File: src/rtl/bus_transfer_controller_if.sv
// Command handshake and shared-DATA-bus control signals of bus_transfer_controller.
// The master modport is the controller's view; slave is the command source and register-file side.
interface bus_transfer_controller_if #(
  parameter int NUM_REGS = 4
);
  logic                cmd_valid;
  logic                cmd_ready;
  logic [1:0]          cmd_src;
  logic [1:0]          cmd_dst;
  logic                cmd_imm_sel;
  logic [7:0]          cmd_imm;
  logic [NUM_REGS-1:0] reg_enable;
  logic [NUM_REGS-1:0] reg_latch;
  logic                bus_drive;
  logic [7:0]          bus_data;
  logic                busy;
  logic                done;
  logic                cmd_err;
  logic [7:0]          xfer_count;

  modport master (
    input  cmd_valid, cmd_src, cmd_dst, cmd_imm_sel, cmd_imm,
    output cmd_ready, reg_enable, reg_latch, bus_drive, bus_data,
           busy, done, cmd_err, xfer_count
  );

  modport slave (
    output cmd_valid, cmd_src, cmd_dst, cmd_imm_sel, cmd_imm,
    input  cmd_ready, reg_enable, reg_latch, bus_drive, bus_data,
           busy, done, cmd_err, xfer_count
  );
endinterface

File: src/rtl/bus_transfer_controller.sv
// Sequences one register-to-register or immediate-to-register move on a shared tristate bus.
// Every output is registered: the output decode looks at the state being entered next.
module bus_transfer_controller #(
  parameter int NUM_REGS = 4
) (
  input logic                       clk,
  input logic                       reset,
  bus_transfer_controller_if.master bus
);
  typedef enum logic [1:0] {IDLE, DRIVE, LATCH, DONE} state_t;

  localparam logic [2:0] REG_LIMIT = 3'(NUM_REGS);

  state_t              state;
  state_t              next_state;
  logic [1:0]          src_q, dst_q, src_n, dst_n;
  logic                sel_q, sel_n;
  logic [7:0]          imm_q, imm_n;
  logic                handshake;
  logic                reject;
  logic                no_op;
  logic [NUM_REGS-1:0] src_oh, dst_oh;
  logic                cmd_ready_d, busy_d, done_d, cmd_err_d, bus_drive_d;
  logic [NUM_REGS-1:0] reg_enable_d, reg_latch_d;
  logic [7:0]          bus_data_d, xfer_count_d;

  assign handshake = (state == IDLE) && bus.cmd_valid;

  // The live command steers the decode on the accepting edge; the captured copy afterwards.
  always_comb begin
    if (state == IDLE) begin
      src_n = bus.cmd_src;
      dst_n = bus.cmd_dst;
      sel_n = bus.cmd_imm_sel;
      imm_n = bus.cmd_imm;
    end else begin
      src_n = src_q;
      dst_n = dst_q;
      sel_n = sel_q;
      imm_n = imm_q;
    end
  end

  assign reject = ({1'b0, dst_n} >= REG_LIMIT) ||
                  (!sel_n && ({1'b0, src_n} >= REG_LIMIT));
  assign no_op  = !sel_n && (src_n == dst_n);
  assign src_oh = {{(NUM_REGS-1){1'b0}}, 1'b1} << src_n;
  assign dst_oh = {{(NUM_REGS-1){1'b0}}, 1'b1} << dst_n;

  always_comb begin
    next_state = state;
    case (state)
      IDLE:    if (handshake) next_state = (reject || no_op) ? DONE : DRIVE;
      DRIVE:   next_state = LATCH;
      LATCH:   next_state = DONE;
      DONE:    next_state = IDLE;
      default: next_state = IDLE;
    endcase
  end

  always_comb begin
    cmd_ready_d  = (next_state == IDLE);
    busy_d       = (next_state != IDLE);
    done_d       = 1'b0;
    cmd_err_d    = 1'b0;
    bus_drive_d  = 1'b0;
    bus_data_d   = 8'd0;
    reg_enable_d = '0;
    reg_latch_d  = '0;
    xfer_count_d = bus.xfer_count;
    case (next_state)
      DRIVE, LATCH: begin
        if (sel_n) begin
          bus_drive_d = 1'b1;
          bus_data_d  = imm_n;
        end else begin
          reg_enable_d = src_oh;
        end
        if (next_state == LATCH) reg_latch_d = dst_oh;
      end
      DONE: begin
        done_d    = 1'b1;
        // Only a command rejected straight out of IDLE reaches DONE with an error.
        cmd_err_d = (state == IDLE) && reject;
        if (!cmd_err_d) xfer_count_d = bus.xfer_count + 8'd1;
      end
      default: ;
    endcase
  end

  always_ff @(posedge clk) begin
    if (reset) begin
      state          <= IDLE;
      src_q          <= 2'd0;
      dst_q          <= 2'd0;
      sel_q          <= 1'b0;
      imm_q          <= 8'd0;
      bus.cmd_ready  <= 1'b1;
      bus.busy       <= 1'b0;
      bus.done       <= 1'b0;
      bus.cmd_err    <= 1'b0;
      bus.bus_drive  <= 1'b0;
      bus.bus_data   <= 8'd0;
      bus.reg_enable <= '0;
      bus.reg_latch  <= '0;
      bus.xfer_count <= 8'd0;
    end else begin
      state <= next_state;
      if (handshake) begin
        src_q <= bus.cmd_src;
        dst_q <= bus.cmd_dst;
        sel_q <= bus.cmd_imm_sel;
        imm_q <= bus.cmd_imm;
      end
      bus.cmd_ready  <= cmd_ready_d;
      bus.busy       <= busy_d;
      bus.done       <= done_d;
      bus.cmd_err    <= cmd_err_d;
      bus.bus_drive  <= bus_drive_d;
      bus.bus_data   <= bus_data_d;
      bus.reg_enable <= reg_enable_d;
      bus.reg_latch  <= reg_latch_d;
      bus.xfer_count <= xfer_count_d;
    end
  end
endmodule

File: src/flat_wrapper.sv
// flat-port wrapper written by rule: the top's interface ports become plain ports
module bus_transfer_controller_flat 
#(
  parameter int NUM_REGS = 4
)
  (clk, reset, bus_cmd_valid, bus_cmd_src, bus_cmd_dst, bus_cmd_imm_sel, bus_cmd_imm, bus_cmd_ready, bus_reg_enable, bus_reg_latch, bus_bus_drive, bus_bus_data, bus_busy, bus_done, bus_cmd_err, bus_xfer_count);
  bus_transfer_controller_if #(.NUM_REGS(NUM_REGS)) bus_i ();
  input logic clk;
  input logic reset;
  input wire logic [$bits(bus_i.cmd_valid)-1:0] bus_cmd_valid;
  input wire logic [$bits(bus_i.cmd_src)-1:0] bus_cmd_src;
  input wire logic [$bits(bus_i.cmd_dst)-1:0] bus_cmd_dst;
  input wire logic [$bits(bus_i.cmd_imm_sel)-1:0] bus_cmd_imm_sel;
  input wire logic [$bits(bus_i.cmd_imm)-1:0] bus_cmd_imm;
  output wire logic [$bits(bus_i.cmd_ready)-1:0] bus_cmd_ready;
  output wire logic [$bits(bus_i.reg_enable)-1:0] bus_reg_enable;
  output wire logic [$bits(bus_i.reg_latch)-1:0] bus_reg_latch;
  output wire logic [$bits(bus_i.bus_drive)-1:0] bus_bus_drive;
  output wire logic [$bits(bus_i.bus_data)-1:0] bus_bus_data;
  output wire logic [$bits(bus_i.busy)-1:0] bus_busy;
  output wire logic [$bits(bus_i.done)-1:0] bus_done;
  output wire logic [$bits(bus_i.cmd_err)-1:0] bus_cmd_err;
  output wire logic [$bits(bus_i.xfer_count)-1:0] bus_xfer_count;
  assign bus_i.cmd_valid = bus_cmd_valid;
  assign bus_i.cmd_src = bus_cmd_src;
  assign bus_i.cmd_dst = bus_cmd_dst;
  assign bus_i.cmd_imm_sel = bus_cmd_imm_sel;
  assign bus_i.cmd_imm = bus_cmd_imm;
  assign bus_cmd_ready = bus_i.cmd_ready;
  assign bus_reg_enable = bus_i.reg_enable;
  assign bus_reg_latch = bus_i.reg_latch;
  assign bus_bus_drive = bus_i.bus_drive;
  assign bus_bus_data = bus_i.bus_data;
  assign bus_busy = bus_i.busy;
  assign bus_done = bus_i.done;
  assign bus_cmd_err = bus_i.cmd_err;
  assign bus_xfer_count = bus_i.xfer_count;
  bus_transfer_controller #(.NUM_REGS(NUM_REGS)) u_core (.clk(clk), .reset(reset), .bus(bus_i));
endmodule
File: config.mk
export PLATFORM = sky130hd
export DESIGN_NAME = bus_transfer_controller_flat
export DESIGN_NICKNAME = d
export VERILOG_FILES = /design/src/rtl/bus_transfer_controller_if.sv /design/src/rtl/bus_transfer_controller.sv /design/src/flat_wrapper.sv
export SDC_FILE = /design/constraint.sdc
export NUM_CORES = 1
export LEC_CHECK = 0
export CORE_AREA = 10 10 94 96
export DETAILED_ROUTE_END_ITERATION = 16
export DIE_AREA = 0 0 104 106
export PLACE_DENSITY = 0.46
export SLEW_MARGIN = 20
export SYNTH_ARGS = -nofsm -noshare
export SYNTH_HDL_FRONTEND = slang
export SYNTH_SLANG_ARGS = --single-unit
File: constraint.sdc
create_clock -name clk -period 6.69 [get_ports clk]
set_clock_uncertainty 0.15 [all_clocks]
set_input_delay 1.338 -clock clk [delete_from_list [all_inputs] [get_ports clk]]
set_output_delay 1.338 -clock clk [all_outputs]
set_load 0.01 [all_outputs]
* Word level (Yosys, flattened, before mapping)
Index checks and enable logic that the tools add are counted.
Cells by class: add/subtract/negate cells 1, eq/ne operators 7, shifts and indexed selects 2, muxes and demuxes 9, bitwise gates (word level) 3, reduce and logical (&&, ||, !) cells 11
Operators by type and width (number):
- 3-bit OR reduction | 3
- 8-bit by 1-bit adder with 8-bit output, second input constant | 1
- 2-bit equality test, second input constant | 4
- 2-bit 2-to-1 mux | 4
- 8-bit 2-to-1 mux | 1
- 2-bit case mux with 4 select lines | 1
- 1-bit by 2-bit left shift with 4-bit output, first input constant | 2
- 2-bit by 1-bit equality test with 1-bit output, second input constant | 2
- 2-bit logical NOT | 2
- 2-bit OR reduction | 2
- 1-bit 2-to-1 mux | 3
- 1-bit NOT | 3
- 2-bit equality test | 1
- 1-bit logical AND | 2
- 2-bit nonzero test | 1
- 1-bit logical NOT | 1
Storage, ports and cells: register bits 43, bits of input ports 16, output and inout bits 29, word-level logic and storage cells 46

* Logic depth before layout (Yosys ltp)
Gate-level depths: netlist of run 1.
depth after elaboration 11, mapped depth 11, mapped depth without buffers 9

* Least setup slack after synthesis of run 1
OpenSTA, ideal clock, no wires.
path kind input port to flip-flop, start input port bus_cmd_src[1], end register u_core.bus.xfer_count[7] (netlist bit), setup time 0.071 ns, arrival time 2.725 ns, required time 6.469 ns, setup slack 3.744 ns, cell stages on the path 8, buffers on the path 1, path through xnor2_1 -> nand4b_1 -> a31oi_1 -> ha_1 -> buf_6 -> nand4_4 -> or3_1 -> a21oi_1
Between the ends: cells in the longest elaborated chain, start to end 7
Ends and longest elaborated chain:
- from (decl) | RTL line flat_wrapper.sv:11 | input wire logic [$bits(bus_i.cmd_src)-1:0] bus_cmd_src;
- 2-bit 2-to-1 mux | RTL line bus_transfer_controller.sv:31 | if (state == IDLE) begin
- 2-bit equality test | RTL line bus_transfer_controller.sv:46 | assign no_op = !sel_n && (src_n == dst_n);
- 1-bit logical AND | RTL line bus_transfer_controller.sv:46
- 2-bit 2-to-1 mux (2 in series) | RTL line bus_transfer_controller.sv:53 | IDLE: if (handshake) next_state = (reject || no_op) ? DONE : DRIVE;
- 2-bit case mux with 4 select lines | RTL line bus_transfer_controller.sv:52 | case (state)
- via u_core.next_state[1] | RTL line bus_transfer_controller.sv:15 | state_t next_state;
- 2-bit equality test | RTL line bus_transfer_controller.sv:71 | case (next_state)
- to (signal assigned) | RTL line bus_transfer_controller.sv:123 | bus.xfer_count <= xfer_count_d;
- to (decl) | RTL line bus_transfer_controller_if.sv:24 | busy, done, cmd_err, xfer_count
The timed path passes the listed nets, and every way through them passes these cells. A chain may end at the register's enable or synchronous reset.

* Worst setup path after layout of run 1
start input port bus_cmd_src[1], end register u_core.bus.xfer_count[5] (netlist bit)
Same word-level chain as after synthesis.

==> report_table.html, run 1 <==
<table>
<tr><th>Metric</th><th>Value</th></tr>
<tr><th colspan="2">Worst setup path</th></tr>
<tr><td>Arrival @ worst endpoint</td><td>3.61 ns</td></tr>
<tr><td>Sort of element at the start of the critical path</td><td>primary input</td></tr>
<tr><td>Start-to-end type of the worst setup path</td><td>in -&gt; reg</td></tr>
<tr><td>Critical Path RT</td><td>6.76 ns</td></tr>
<tr><td>Worst setup EP type</td><td>register</td></tr>
<tr><td>Critical Path Sink</td><td>u_core.bus.xfer_count[5]</td></tr>
<tr><td>Maximum fanout along the worst path</td><td>7</td></tr>
<tr><td>Critical Path Start</td><td>bus_cmd_src[1]</td></tr>
<tr><td>R2r endpoint</td><td>u_core.bus.xfer_count[5]</td></tr>
<tr><td>Origin of the critical flop-to-flop path</td><td>u_core.state[0]</td></tr>
<tr><td>Slack of the worst reg-to-reg path</td><td>4.13 ns</td></tr>
<tr><td>Register-to-Register Path Depth</td><td>9</td></tr>
<tr><th colspan="2">STA</th></tr>
<tr><td>Minimum period implied by the final worst setup slack</td><td>3.54 ns</td></tr>
<tr><td>RSZ-0062 raised after global routing</td><td>no</td></tr>
<tr><td>Total Negative Setup Slacks</td><td>0 ns</td></tr>
<tr><td>Total count of max-transition violations in the final report</td><td>0</td></tr>
<tr><td>Share of the cycle needed by the critical path after routing</td><td>52.9%</td></tr>
<tr><td>Highest achievable clock rate</td><td>0.282 GHz</td></tr>
<tr><td>Transition time at the pin with the least slew margin</td><td>0.511 ns</td></tr>
<tr><td>Setup Viol. Count Final</td><td>0</td></tr>
<tr><td>Slew margin rel.</td><td>65.9%</td></tr>
<tr><td>Number of failing hold endpoints at the final stage</td><td>0</td></tr>
<tr><th colspan="2">Global route</th></tr>
<tr><td>First-pass GRT wire length</td><td>6510 µm</td></tr>
<tr><td>Vias in the first global route</td><td>1,287</td></tr>
<tr><td>Grt total ovfl</td><td>0</td></tr>
<tr><td>Antenna violations before repair</td><td>0</td></tr>
<tr><td>Aggregate global-route resource usage</td><td>7.14%</td></tr>
<tr><td>Pin count of the biggest net entering global routing</td><td>28</td></tr>
<tr><th colspan="2">Placement</th></tr>
<tr><td>GP Congestion</td><td>0.725</td></tr>
<tr><td>Hpwl dp</td><td>2880 µm</td></tr>
<tr><td>Number of buffers inserted by port buffering</td><td>43</td></tr>
<tr><th colspan="2">Synthesis</th></tr>
<tr><td>Predominant post-synthesis flop cell</td><td>sky130_fd_sc_hd__dfxtp_1</td></tr>
<tr><td>Number of distinct standard cells referenced by the synthesized netlist</td><td>32</td></tr>
<tr><td>Number of synthesized flops with an enable pin</td><td>0</td></tr>
<tr><td>Count of synthesis-stage warnings from yosys</td><td>0</td></tr>
<tr><td>Proportion of synthesized chip area in sequential cells</td><td>50.1%</td></tr>
<tr><td>Yosys reg bits</td><td>43</td></tr>
<tr><td>Post-Syn Area</td><td>1720 µm²</td></tr>
<tr><td>Gate count of the mapped netlist</td><td>190</td></tr>
<tr><td>Nets in the synthesized netlist</td><td>212</td></tr>
<tr><td>Post-synthesis average cell area</td><td>9.05 µm²</td></tr>
<tr><td>Async set-or-reset flop fraction in the synthesized netlist</td><td>0%</td></tr>
<tr><th colspan="2">Power</th></tr>
<tr><td>Power density of the placed cells</td><td>368 nW/µm²</td></tr>
<tr><td>Power, Total</td><td>0.850 mW</td></tr>
<tr><td>Largest vdd supply drop</td><td>94.5 µV</td></tr>
<tr><td>LEAKAGE</td><td>0.886 nW</td></tr>
<tr><th colspan="2">Flow run</th></tr>
<tr><td>Max Cap Viol</td><td>0</td></tr>
<tr><th colspan="2">Cells and area</th></tr>
<tr><td>Diodes inserted</td><td>0</td></tr>
<tr><td># fillers</td><td>780</td></tr>
<tr><td>Share of layout cells above drive strength 1</td><td>6.03%</td></tr>
<tr><td>Area Growth Syn to Fin</td><td>34.4%</td></tr>
<tr><td>Post-layout nets</td><td>253</td></tr>
<tr><th colspan="2">Routing</th></tr>
<tr><td>Post-detailed-route count of antenna-violating nets</td><td>0</td></tr>
<tr><td>Post-route DRC violation count</td><td>0</td></tr>
<tr><td>Average wire per cell in the routed design</td><td>12.0 µm</td></tr>
<tr><td>Routed vias</td><td>1,323</td></tr>
<tr><td>Detail-routed via count per cell</td><td>4.00</td></tr>
<tr><td>Detailed Route Iter0 Violations</td><td>52</td></tr>
<tr><td>Sum of routed wire length over all layers</td><td>3960 µm</td></tr>
<tr><td>Number of iterations in the first detailed-routing pass</td><td>4</td></tr>
<tr><th colspan="2">Clock tree</th></tr>
<tr><td>Inserted Clock Buffers</td><td>5</td></tr>
<tr><td>Post-cts gate resize count</td><td>0</td></tr>
<tr><td>Post CTS Setup Buffer Count</td><td>0</td></tr>
<tr><td>Hold-fix buffers at CTS</td><td>0</td></tr>
<tr><td>Clock root buffer</td><td>sky130_fd_sc_hd__clkbuf_8</td></tr>
<tr><td>Worst-path clk slew</td><td>0.08 ns</td></tr>
<tr><td>Clock Sink Count</td><td>43</td></tr>
<tr><td>Maximum level of the CTS H-tree</td><td>2</td></tr>
<tr><td>Clock Latency Late Sink</td><td>0.29 ns</td></tr>
<tr><td>CTS tree</td><td>yes</td></tr>
<tr><td>Max Root-Sink Buffers</td><td>2</td></tr>
<tr><th colspan="2">Floorplan</th></tr>
<tr><td>Die Outline Area</td><td>11,000 µm²</td></tr>
<tr><td>Core Footprint</td><td>7060 µm²</td></tr>
<tr><td>Io pins</td><td>45</td></tr>
<tr><td>Height of the chip</td><td>106 µm</td></tr>
<tr><td>Overall die width</td><td>104 µm</td></tr>
<tr><td>Rows</td><td>31</td></tr>
<tr><td>Initial Utilization</td><td>24.4%</td></tr>
<tr><th colspan="2">Run status</th></tr>
<tr><td>Result of the run</td><td>finished, final reports clean</td></tr>
<tr><th colspan="2">Min path</th></tr>
<tr><td>Origin of the worst min-delay path</td><td>u_core.imm_q[4]</td></tr>
<tr><td>Worst min path class</td><td>reg -&gt; reg</td></tr>
</table>
==> cell type report <==
class / count / area, µm² / share of cell area (%)
inverters: 7 / 26.3 / 1.14
multi-input cells: 129 / 769 / 33.3
clock inverters: 2 / 12.5 / 0.541
repair buffers: 45 / 445 / 19.3
flip-flops and latches: 43 / 861 / 37.2
well taps: 99 / 124 / 5.36
clock buffers: 6 / 72.6 / 3.14
==> cell families after synthesis <==
logic type / count (synthesis) / share of synthesized area [%]
other cells: 1 / 0.218
simple gates: 76 / 20.7
compound gates: 27 / 8.66
fa+ha+maj: 6 / 4.37
mux: 13 / 7.71
flops: 43 / 50.1
buf+inv: 18 / 5.17
xor+xnor: 6 / 3.06
==> critical path: stages <==
cell,delay [ns]
sky130_fd_sc_hd__clkdlybuf4s50_1,0.59
sky130_fd_sc_hd__xnor2_1,0.15
sky130_fd_sc_hd__nand4b_1,0.18
sky130_fd_sc_hd__a31oi_1,0.29
sky130_fd_sc_hd__ha_1,0.40
sky130_fd_sc_hd__nand4_4,0.17
sky130_fd_sc_hd__or3_1,0.37
sky130_fd_sc_hd__a21oi_1,0.14
==> how the worst min path moves through the flow <==
stage,to,slack [ns],depth (start not counted)
after global routing,u_core.imm_q[2],0.32,2
after floorplan,u_core.dst_q[0],0.28,2
after CTS,u_core.imm_q[7],0.31,2
after global placement,u_core.imm_q[7],0.29,2
final,u_core.imm_q[4],0.31,2
after detailed placement,u_core.imm_q[7],0.30,2
==> registers in the layout (all words and copies together) (netlist names), 2 cells and up <==
name	cells
u_core.bus.xfer_count	8
u_core.state	2
u_core.bus.reg_enable	4
u_core.dst_q	2
u_core.src_q	2
u_core.bus.reg_latch	4
u_core.imm_q	8
u_core.bus.bus_data	8
==> power by group <==
part	internal (mW)	switching (mW)	leakage, nW	total [mW]
registers	0.308	0.0243	0.350	0.333
clock network	0.0730	0.0862	0.0412	0.159
logic	0.166	0.192	0.495	0.358
total	0.548	0.302	0.886	0.850
==> Yosys cell counts, types with 2 or more instances <==
master,count,area (µm²)
sky130_fd_sc_hd__nor2b_1,2,12.5
sky130_fd_sc_hd__or3_1,3,18.8
sky130_fd_sc_hd__xnor2_1,3,26.3
sky130_fd_sc_hd__nand2_1,31,116
sky130_fd_sc_hd__clkbuf_1,3,11.3
sky130_fd_sc_hd__ha_1,6,75.1
sky130_fd_sc_hd__nor2_1,23,86.3
sky130_fd_sc_hd__nand2b_1,4,25.0
sky130_fd_sc_hd__o21ai_0,3,15.0
sky130_fd_sc_hd__nand3_1,3,15.0
sky130_fd_sc_hd__buf_4,2,15.0
sky130_fd_sc_hd__dfxtp_1,43,861
sky130_fd_sc_hd__mux2i_1,11,110
sky130_fd_sc_hd__mux2_2,2,22.5
sky130_fd_sc_hd__buf_2,5,25.0
sky130_fd_sc_hd__inv_1,7,26.3
sky130_fd_sc_hd__nand4_1,2,12.5
sky130_fd_sc_hd__a31oi_1,4,25.0
sky130_fd_sc_hd__nor3b_1,2,15.0
sky130_fd_sc_hd__xor2_1,3,26.3
sky130_fd_sc_hd__a21oi_1,17,85.1
==> cell usage in the layout, fill, tap and decap left out, drive strengths merged, types with 2 or more instances in the layout <==
| master | instances |
|---|---|
| clkdlybuf4s50 | 43 |
| dfxtp | 43 |
| nand2 | 31 |
| nor2 | 23 |
| a21oi | 17 |
| mux2i | 11 |
| inv | 7 |
| ha | 6 |
| clkbuf | 6 |
| nand2b | 4 |
| a31oi | 4 |
| xnor2 | 3 |
| o21ai | 3 |
| or3 | 3 |
| nand3 | 3 |
| xor2 | 3 |
| nand4 | 3 |
| nor2b | 2 |
| mux2 | 2 |
| nor3b | 2 |
| buf | 2 |
==> metrics by stage <==
step           hold WS, ns  util, %  worst slack [ns]  cell area [µm²]  instances
2_1_floorplan        0.284        -              3.74             1720        190
3_3_place_gp         0.291     31.5              2.93             2230        323
3_5_place_dp         0.296     31.5              2.86             2230        323
4_1_cts              0.308     32.7              3.16             2310        331
5_1_grt              0.322     32.7              2.90             2310        331
6_report             0.307     32.7              3.15             2310        331
==> per-layer routing <==
metal / GRT usage (%) / part of all wire (%) / wire length (µm)
met2: 12.4 / 50 / 1970
met4: 2.98 / 1.6 / 62
met3: 2.42 / 5.0 / 197
met1: 7.84 / 44 / 1730
met5: 0 / 0 / 0
(Power assumes the default switching activity.)
==> run 2: changes to the inputs <==
PLACE_DENSITY = 0.48   (was 0.46)
clock period = 3.2 ns   (was 6.69 ns; I/O delays follow)
==> report_table.html, run 2 (synthesis results as in run 1) <==
<table>
<tr><th>Metric</th><th>Value</th></tr>
<tr><th colspan="2">Run status</th></tr>
<tr><td>Result of the run</td><td>finished, final reports clean</td></tr>
<tr><th colspan="2">Routing</th></tr>
<tr><td>Average wire per cell in the routed design</td><td>12.3 µm (+2.7%)</td></tr>
<tr><td>Sum of routed wire length over all layers</td><td>4100 µm (+3.4%)</td></tr>
<tr><td>Detail-routed via count per cell</td><td>4.09 (+2.4%)</td></tr>
<tr><td>Routed vias</td><td>1,363 (+3.0%)</td></tr>
<tr><td>Number of iterations in the first detailed-routing pass</td><td>4 (unchanged)</td></tr>
<tr><td>Detailed Route Iter0 Violations</td><td>60 (+15%)</td></tr>
<tr><td>Post-route DRC violation count</td><td>0 (unchanged)</td></tr>
<tr><td>Post-detailed-route count of antenna-violating nets</td><td>0 (unchanged)</td></tr>
<tr><th colspan="2">Power</th></tr>
<tr><td>Switching power as a share of total power</td><td>35.3% (-0.30 points)</td></tr>
<tr><td>Largest vdd supply drop</td><td>192 µV (+100%)</td></tr>
<tr><td>Internal cell power</td><td>1.17 mW (+110%)</td></tr>
<tr><td>Part of the total power dissipated in combinational logic</td><td>42.8% (+0.7 points)</td></tr>
<tr><td>LEAKAGE</td><td>0.897 nW (+1.2%)</td></tr>
<tr><td>Power density of the placed cells</td><td>776 nW/µm² (+110%)</td></tr>
<tr><td>Proportion of power drawn by flip-flops and latches</td><td>38.7% (-0.4 points)</td></tr>
<tr><td>Net switching power</td><td>0.636 mW (+110%)</td></tr>
<tr><td>Clock power frac</td><td>18.5% (-0.2 points)</td></tr>
<tr><th colspan="2">Min path</th></tr>
<tr><td>Worst min path class</td><td>reg -&gt; reg</td></tr>
<tr><th colspan="2">Floorplan</th></tr>
<tr><td>Initial Utilization</td><td>24.4% (unchanged)</td></tr>
<tr><td>Height of the chip</td><td>106 µm (unchanged)</td></tr>
<tr><td>Rows</td><td>31 (unchanged)</td></tr>
<tr><td>Overall die width</td><td>104 µm (unchanged)</td></tr>
<tr><td>Core Footprint</td><td>7060 µm² (unchanged)</td></tr>
<tr><td>Die Outline Area</td><td>11,000 µm² (unchanged)</td></tr>
<tr><td>Io pins</td><td>45 (unchanged)</td></tr>
<tr><th colspan="2">Global route</th></tr>
<tr><td>Grt total ovfl</td><td>0 (unchanged)</td></tr>
<tr><td>Aggregate global-route resource usage</td><td>7.27% (+0.13 points)</td></tr>
<tr><td>First-pass GRT wire length</td><td>6620 µm (+1.7%)</td></tr>
<tr><td>Vias in the first global route</td><td>1,327 (+3.1%)</td></tr>
<tr><td>Antenna violations before repair</td><td>0 (unchanged)</td></tr>
<tr><td>Pin count of the biggest net entering global routing</td><td>27 (-3.6%)</td></tr>
<tr><th colspan="2">STA</th></tr>
<tr><td>Share of the cycle needed by the critical path after routing</td><td>83.7%</td></tr>
<tr><td>Highest achievable clock rate</td><td>0.374 GHz</td></tr>
<tr><td>Minimum period implied by the final worst setup slack</td><td>2.68 ns</td></tr>
<tr><td>Number of failing hold endpoints at the final stage</td><td>0 (unchanged)</td></tr>
<tr><td>Total count of max-transition violations in the final report</td><td>0 (unchanged)</td></tr>
<tr><td>Setup Viol. Count Final</td><td>0 (unchanged)</td></tr>
<tr><td>Transition time at the pin with the least slew margin</td><td>0.553 ns (+0.0416 ns)</td></tr>
<tr><td>Slew margin rel.</td><td>63.1% (-2.8 points)</td></tr>
<tr><td>Total Negative Setup Slacks</td><td>0 ns (unchanged)</td></tr>
<tr><td>Setup slack after layout</td><td>0.523 ns (-2.63 ns)</td></tr>
<tr><td>RSZ-0062 raised after global routing</td><td>no</td></tr>
<tr><th colspan="2">Placement</th></tr>
<tr><td>Worst setup slack before clock tree synthesis</td><td>0.223 ns (-2.63 ns)</td></tr>
<tr><td>Hpwl dp</td><td>2960 µm (+2.8%)</td></tr>
<tr><td>GP Congestion</td><td>0.759 (+4.7%)</td></tr>
<tr><td>Number of buffers inserted by port buffering</td><td>43 (unchanged)</td></tr>
<tr><th colspan="2">Cells and area</th></tr>
<tr><td>Commonest cells after routing, fill and taps aside</td><td>sky130_fd_sc_hd__clkdlybuf4s50_1 (43), sky130_fd_sc_hd__dfxtp_1 (43), sky130_fd_sc_hd__nand2_1 (31)</td></tr>
<tr><td>Registers with the most flip-flops</td><td>u_core.bus.bus_data: 8 flops, u_core.bus.xfer_count: 8 flops, u_core.imm_q: 8 flops</td></tr>
<tr><td>Post-layout nets</td><td>255 (+0.79%)</td></tr>
<tr><td>Share of layout cells above drive strength 1</td><td>6.41% (+0.38 points)</td></tr>
<tr><td>Diodes inserted</td><td>0 (unchanged)</td></tr>
<tr><td>Area Growth Syn to Fin</td><td>35.1%</td></tr>
<tr><th colspan="2">Worst setup path</th></tr>
<tr><td>Critical Path RT</td><td>3.27 ns (-3.49 ns)</td></tr>
<tr><td>Maximum fanout along the worst path</td><td>5 (-2)</td></tr>
<tr><td>Worst setup EP type</td><td>register</td></tr>
<tr><td>Arrival @ worst endpoint</td><td>2.75 ns (-0.86 ns)</td></tr>
<tr><td>Sort of element at the start of the critical path</td><td>primary input</td></tr>
<tr><td>Start-to-end type of the worst setup path</td><td>in -&gt; reg</td></tr>
<tr><th colspan="2">Clock tree</th></tr>
<tr><td>Post CTS Setup Buffer Count</td><td>0 (unchanged)</td></tr>
<tr><td>Clock Latency Late Sink</td><td>0.29 ns (about the same)</td></tr>
<tr><td>Maximum level of the CTS H-tree</td><td>2 (unchanged)</td></tr>
<tr><td>Clock Sink Count</td><td>43 (unchanged)</td></tr>
<tr><td>Clock root buffer</td><td>sky130_fd_sc_hd__clkbuf_8</td></tr>
<tr><td>CTS tree</td><td>yes</td></tr>
<tr><td>Inserted Clock Buffers</td><td>5 (unchanged)</td></tr>
<tr><td>Worst-path clk slew</td><td>0.08 ns (about the same)</td></tr>
<tr><td>Hold-fix buffers at CTS</td><td>0 (unchanged)</td></tr>
<tr><td>Max Root-Sink Buffers</td><td>2 (unchanged)</td></tr>
<tr><td>Post-cts gate resize count</td><td>0 (unchanged)</td></tr>
<tr><th colspan="2">Flow run</th></tr>
<tr><td>Max Cap Viol</td><td>0 (unchanged)</td></tr>
</table>
## run 2: changes by cell type in the layout (fill, tap and decap cells not counted), sizes merged
cell / previous run / this run
buf: 2 / 4
clkbuf: 6 / 7
clkinvlp: 1 / 0
## run 2: stage by stage
step | util (%) | instances | hold slack [ns] | total power, mW | instance area, µm²
2_1_floorplan | - | 190 | 0.284 | 1.23 | 1720
3_3_place_gp | 31.7 | 325 | 0.291 | 1.49 | 2240
6_report | 32.9 | 333 | 0.307 | 1.80 | 2320
5_1_grt | 32.9 | 333 | 0.328 | 1.95 | 2320
3_5_place_dp | 31.7 | 325 | 0.296 | 1.49 | 2240
4_1_cts | 32.9 | 333 | 0.308 | 1.83 | 2320
## run 2: layout make-up
cell class                 count  area (µm²)
fill                         778        4740
inverter                       7        26.3
clock inverter                 1        5.00
tap                           99         124
timing repair buffer          47         460
sequential                    43         861
clock buffer                   7        76.3
multi-input combinational    129         769
## run 2: power groups by stage
stage	logic [mW]	registers, mW	clock network, mW
floorplan	0.494	0.739	0
global placement	0.777	0.710	0
detailed placement	0.783	0.711	0
CTS	0.789	0.699	0.346
global route	0.871	0.712	0.370
finish	0.771	0.697	0.334
## run 2: final timing paths
kind	depth (start not counted)	end	start	slack, ns
min	2	u_core.imm_q[0]	u_core.imm_q[0]	0.31
max	8	u_core.bus.xfer_count[5]	bus_cmd_src[1]	0.52
max reg2reg	9	u_core.bus.xfer_count[5]	u_core.state[0]	0.97
min reg2reg	2	u_core.imm_q[0]	u_core.imm_q[0]	0.31
## run 2: critical path: stages
cell                              delay (ns)
sky130_fd_sc_hd__clkdlybuf4s50_1        0.59
sky130_fd_sc_hd__xnor2_1                0.15
sky130_fd_sc_hd__nand4b_1               0.17
sky130_fd_sc_hd__a31oi_1                0.27
sky130_fd_sc_hd__ha_1                   0.29
sky130_fd_sc_hd__nand4_4                0.14
sky130_fd_sc_hd__or3_1                  0.36
sky130_fd_sc_hd__a21oi_1                0.14
## run 2: routing by layer
metal / wire length, µm / GRT usage (%) / vias up
met4: 62 / 2.68 / 0
met3: 219 / 2.48 / 4
met5: 0 / 0 / -
met2: 1990 / 12.2 / 27
li1: - / - / 709
met1: 1820 / 8.45 / 623
